`src/rtl/freq_synth_acc.sv`:
```
//------------------------------------------------------------------------------
// Module   : freq_synth_acc
// Brief    : Programmable square-wave source; clk_fx produces fre_cur rising
//            edges per second using a Bresenham accumulator in Hz units.
// Revision : 1.0 - initial release
//------------------------------------------------------------------------------
`default_nettype none

module freq_synth_acc #(
    parameter int CLK_FREQ = 100_000_000,
    parameter int ACC_W    = 34
) (
    input  logic        clk,
    input  logic        rst,
    input  logic        en,
    input  logic [31:0] fre_set,
    input  logic        load,
    output logic        ack,
    output logic        clk_fx,
    output logic        running,
    output logic [31:0] fre_cur,
    output logic        ovr
);

    localparam logic [31:0]      c_HALF    = 32'(CLK_FREQ / 2);
    localparam logic [ACC_W-1:0] c_CLK_ACC = ACC_W'(CLK_FREQ);

    localparam logic [0:0] c_ST_IDLE = 1'b0;
    localparam logic [0:0] c_ST_RUN  = 1'b1;

    logic [0:0]       r_state;
    logic [ACC_W-1:0] r_acc;
    logic             r_clk_fx;
    logic [31:0]      r_fre_cur;
    logic [31:0]      r_fre_pend;
    logic             r_pend;
    logic             r_ack;
    logic             r_ovr;

    logic [31:0]      w_clamp;
    logic [ACC_W-1:0] w_sum;
    logic             w_wrap;
    logic             w_fall;

    assign w_clamp = (fre_set > c_HALF) ? c_HALF : fre_set;
    assign w_sum   = r_acc + ACC_W'({r_fre_cur, 1'b0});
    assign w_wrap  = (w_sum >= c_CLK_ACC);
    // A wrap while high is the glitch-free point for switching frequency.
    assign w_fall  = r_clk_fx && w_wrap;

    always_ff @(posedge clk or posedge rst) begin
        if (rst) begin
            r_state    <= c_ST_IDLE;
            r_acc      <= '0;
            r_clk_fx   <= 1'b0;
            r_fre_cur  <= '0;
            r_fre_pend <= '0;
            r_pend     <= 1'b0;
            r_ack      <= 1'b0;
            r_ovr      <= 1'b0;
        end else begin
            r_ack <= load;
            if (load) begin
                r_fre_pend <= w_clamp;
                r_ovr      <= (fre_set > c_HALF);
            end

            case (r_state)
                c_ST_IDLE: begin
                    r_acc    <= '0;
                    r_clk_fx <= 1'b0;
                    // No output edge to protect, so a write takes effect at once.
                    if (load) begin
                        r_fre_cur <= w_clamp;
                        r_pend    <= 1'b0;
                    end else if (r_pend) begin
                        r_fre_cur <= r_fre_pend;
                        r_pend    <= 1'b0;
                    end
                    if (en && (r_fre_cur != 32'd0)) begin
                        r_state <= c_ST_RUN;
                    end
                end

                default: begin
                    if (!en || (r_fre_cur == 32'd0)) begin
                        r_state  <= c_ST_IDLE;
                        r_acc    <= '0;
                        r_clk_fx <= 1'b0;
                        if (load) begin
                            r_pend <= 1'b1;
                        end
                    end else if (w_fall && r_pend && !load) begin
                        r_fre_cur <= r_fre_pend;
                        r_pend    <= 1'b0;
                        r_acc     <= '0;
                        r_clk_fx  <= 1'b0;
                    end else begin
                        if (load) begin
                            r_pend <= 1'b1;
                        end
                        if (w_wrap) begin
                            r_acc    <= w_sum - c_CLK_ACC;
                            r_clk_fx <= ~r_clk_fx;
                        end else begin
                            r_acc <= w_sum;
                        end
                    end
                end
            endcase
        end
    end

    assign ack     = r_ack;
    assign clk_fx  = r_clk_fx;
    assign running = (r_state == c_ST_RUN);
    assign fre_cur = r_fre_cur;
    assign ovr     = r_ovr;

endmodule

`default_nettype wire
```
`config.mk`:
```
export PLATFORM = sky130hd
export DESIGN_NAME = freq_synth_acc
export DESIGN_NICKNAME = d
export VERILOG_FILES = /design/src/rtl/freq_synth_acc.sv
export SDC_FILE = /design/constraint.sdc
export NUM_CORES = 1
export LEC_CHECK = 0
export CORE_MARGIN = 3
export CORE_UTILIZATION = 31
export CTS_BUF_LIST = sky130_fd_sc_hd__clkbuf_8 sky130_fd_sc_hd__clkbuf_16
export CTS_CLUSTER_SIZE = 40
export DETAILED_ROUTE_END_ITERATION = 10
export PLACE_DENSITY = 0.53
export SKIP_LAST_GASP = 1
export SYNTH_ARGS = -nofsm -noshare
export SYNTH_HDL_FRONTEND = slang
export SYNTH_SLANG_ARGS = --single-unit
```
`constraint.sdc`:
```
create_clock -name clk -period 7.5 [get_ports clk]
set_input_delay 1.5 -clock clk [delete_from_list [all_inputs] [get_ports clk]]
set_output_delay 1.5 -clock clk [all_outputs]
set_load 0.02 [all_outputs]
```
==> results by stage <==
Outcome:
- The flow ran to the end, and the final reports show no timing, DRC or antenna violations.

Clock network:
- The number of CTS-inserted buffers is 9.
- The post-cts repair resize count is 0.
- The clock tree from TritonCTS is yes.
- The number of buffers inserted by hold repair at cts is 0.
- The longest clock path from root to sink contains 2 buffers.
- In this run the post-CTS setup repair buffer count came out at 0.
- For the worst-skew pair, the clock arrives at the later sink with an insertion delay of 340 ps.
- For this design, the sink count on the clock tree is 102.
- Clock tree synthesis selected as its root buffer the cell sky130_fd_sc_hd__clkbuf_16.
- The CTS clock-pin slew for the worst setup and hold paths is 80 ps.
- The H-tree depth is 3.

Min path:
- The path class of the tightest hold or removal check is reg2reg.

Finish:
- From synthesis to final layout, the design area changed by 18.1%.
- 0 antenna diodes ended up in the layout.
- The utilization after layout is 0.379.
- Fill cells in the final layout number 2169.
- The area of all placed cells without fillers is 8130 um^2.
- The count of nets after finishing is 910.
- The fraction of layout instances using a drive strength above 1 is 0.0569.
- The number of standard cells in the final layout excluding fillers is 1119.

Yosys:
- The synthesized netlist occupies a cell area of 6880 um^2.
- The synthesized design contains 102 register bits.
- The portion of synthesized area spent on multiplexers is 0.00891.
- Among all flip-flop cells after synthesis, the most frequent one is sky130_fd_sc_hd__dfrtp_1.
- The most used standard cell by instance count after synthesis is sky130_fd_sc_hd__dfrtp_1.
- The synthesized design contains 0 enable-type register cells.
- Summed over all instances, the cell type with the most area after synthesis is sky130_fd_sc_hd__dfrtp_1.
- For this run, the register share of the synthesized area comes to 0.371.
- Synthesis produced a netlist with a net count of 855.
- After technology mapping, the gate count stands at 784.
- The main combinational cell family by area after synthesis is simple AND/OR/NAND/NOR gates.
- The fraction of synthesized cell area in xor and xnor cells is 0.0229.
- The fraction of registers with async set/reset is 1.00.
- The Yosys step of the flow raised 0 warnings.
- Yosys attributes the largest share of cell area to sky130_fd_sc_hd__dfrtp_1, sky130_fd_sc_hd__ha_1, sky130_fd_sc_hd__nand2_1.
- Counting instances in the post-synthesis netlist gives the leading cell types as sky130_fd_sc_hd__dfrtp_1, sky130_fd_sc_hd__nand2_1, sky130_fd_sc_hd__a21oi_1.
- The netlist uses 80 different library cells.
- The adder and majority cell fraction of the synthesized area is 0.0647.
- The share of synthesized cell area in and, or, nand and nor gates is 0.243.
- The average size of a mapped cell is 8.78 um^2.
- The share of the synthesized area in compound gates (AO/OA/AOI/OAI) is 0.239.
- The share of the synthesized area in the top cell type is 0.371.

Pwr:
- Summed over all cells, the static leakage comes to 0.00329 uW.
- Dividing total power by cell area gives a power density of 365 nW/um^2.
- The maximum vdd ir drop is 0.271 mV.

Timing:
- Setup total negative slack on the finished layout was measured at 0 ps.
- The maximum clock frequency is 183 MHz.
- The number of failing hold endpoints at the final stage is 0.
- In this run the tightest slew margin relative to its limit is 0.236.
- Setup repair after global routing left no endpoint under its margin.
- The final worst slack is 2040 ps.
- The count of pins over their slew limit was 0.
- The maximum clock skew at final layout is 11.0 ps.
- The number of endpoints failing setup at the final stage is 0.
- The transition at the pin with the smallest max-transition slack is 1150 ps.
- Dividing the final minimum period by the clock period gives 0.727.
- The final period demand of the worst path is 5460 ps.

Die:
- In this run the core area contains 53 standard-cell rows.
- The floorplan step set the die height to 155 um.
- The effective utilization at floorplan is 0.321.
- The area enclosed by the die boundary is 24000 um^2.
- The count of pins on the block boundary is 72.
- The core box area is 21400 um^2.
- In this run the horizontal extent of the chip is 155 um.

Setup path:
- The sort of element at the start of the critical path is a flop.
- For the worst setup path, the data arrival time is 5640 ps.
- The number of buffers and inverters on the critical path is 3.
- The data required time of the critical path is 7690 ps.
- Grouping stages by cell kind, the critical path spends the most delay in simple AND/OR/NAND/NOR gates.
- The type of the worst setup path is reg2reg.
- The largest individual stage delay along the critical path comes from the cell sky130_fd_sc_hd__o31ai_4.
- The worst setup path is captured at a flop.
- Walking the worst path, the cells encountered are ha_1, inv_1, fa_1, nand2b_1, a21o_1, a21oi_1, o21ai_0, and2_1, inv_1, ha_1, nand3_1, nor4_1, nand4_1, or4_4, nor4b_4, nor4_4, o31ai_4, buf_4, o221ai_1.
- Of all nets on the critical path, the largest fanout is 22.
- The highest cell delay on the worst timing path is 930 ps.
- The setup check on the worst reg-to-reg path leaves a slack of 2040 ps.

Drt:
- The first routing iteration left 507 violations.
- The residual DRC count is 0.
- After detailed routing, the average wire length per cell comes to 18.9 um.
- The number of search-and-repair iterations in the first detailed-routing pass is 5.
- In the routed layout, each cell is associated on average with a via count of 5.57.
- The final routed wirelength across all metal layers is 21100 um.
- The final route contains 6232 vias.
- The count of antenna-violating nets left after detailed routing is 0.

Placed design:
- Summing all placed instances gives a cell area of 7830 um^2.
- The number of placed instances with taps included is 1103.
- The HPWL after detailed placement is 16200 um.
- Input and output buffers added on the ports amount to 71.
- The post-placement setup slack is 2090 ps.
- The routability congestion estimate from global placement is 0.883.

Global routing:
- The initial antenna violation count is 0.
- The maximum number of pins on one net before global-route repair is 73.
- The global-route wire length before repair is 33700 um.
- The overall routing resource usage is 0.176.
- Global routing finished with a remaining overflow of 0.
- The via count of the first global-routing pass is 5936.

Flow run:
- The number of max-cap violations is 0.
==> per-stage QoR <==
stage | hold WS, ps | total power, uW
after floorplan | 458 | 2080
after global placement | 473 | 2470
after detailed placement | 486 | 2460
after CTS | 508 | 2950
after global routing | 540 | 3200
final | 502 | 2960
==> cell usage in the layout (no fill, tap or decap), types with 13 or more instances in the layout <==
| master | synthesis | routed |
|---|---|---|
| sky130_fd_sc_hd__nor4_1 | 17 | 17 |
| sky130_fd_sc_hd__dfrtp_1 | 102 | 102 |
| sky130_fd_sc_hd__a21oi_1 | 60 | 60 |
| sky130_fd_sc_hd__o221ai_1 | 14 | 14 |
| sky130_fd_sc_hd__ha_1 | 34 | 34 |
| sky130_fd_sc_hd__o22a_1 | 13 | 13 |
| sky130_fd_sc_hd__o21ai_0 | 42 | 42 |
| sky130_fd_sc_hd__or3_1 | 19 | 19 |
| sky130_fd_sc_hd__inv_1 | 49 | 49 |
| sky130_fd_sc_hd__o21ai_1 | 14 | 14 |
| sky130_fd_sc_hd__nand2b_1 | 20 | 20 |
| sky130_fd_sc_hd__nor3_1 | 13 | 13 |
| sky130_fd_sc_hd__nand2_1 | 82 | 82 |
| sky130_fd_sc_hd__clkdlybuf4s50_1 | 0 | 71 |
| sky130_fd_sc_hd__and2_1 | 15 | 15 |
| sky130_fd_sc_hd__nor2_1 | 41 | 41 |
| sky130_fd_sc_hd__nand3_1 | 25 | 25 |
==> final timing paths <==
path                                     start          end  depth (start not counted)
worst min register to register  r_fre_pend[26]  fre_cur[26]                          1
worst min-delay path            r_fre_pend[26]  fre_cur[26]                          1
max in group asynchronous                  rst    r_acc[11]                          3
min in group asynchronous                  rst  fre_cur[30]                          2
worst max register to register      fre_cur[0]  fre_cur[24]                         19
worst max-delay path                fre_cur[0]  fre_cur[24]                         19
==> power breakdown <==
part           total [uW]  internal (uW)  switching (uW)
logic                1860            699            1160
registers             628            605            22.9
clock network         473            260             214
==> cell type report <==
| type | instances | area (um^2) | share of cell area |
|---|---|---|---|
| clock buffer | 9 | 225 | 0.0277 |
| clock inverter | 7 | 71.3 | 0.00878 |
| inverter | 49 | 186 | 0.0229 |
| multi-input combinational | 601 | 4000 | 0.492 |
| sequential | 102 | 2550 | 0.314 |
| tap | 275 | 344 | 0.0423 |
| timing repair buffer | 76 | 748 | 0.0921 |
==> sequential cells by signal (all words and copies together), names as in the netlist <==
| signal | cells |
|---|---|
| r_acc | 33 |
| fre_cur | 32 |
| r_fre_pend | 32 |
| ack | 1 |
| clk_fx | 1 |
| ovr | 1 |
| r_pend | 1 |
| running | 1 |
==> routing by layer <==
metal	track usage	vias up	wire (um)
met5	0	-	0
met4	0.0458	0	320
met3	0.0253	20	922
met2	0.269	159	9610
met1	0.260	3016	10300
li1	-	3037	-
==> logic make-up after synthesis <==
| kind of cell | after synthesis |
|---|---|
| AOI/OAI and AO/OA | 238 |
| adders and majority gates | 35 |
| muxes | 6 |
| buffers and inverters | 81 |
| and+or+nand+nor | 304 |
| xor gates and xnor gates | 18 |
| DFF | 102 |
Power figures use the tool's default switching activity.
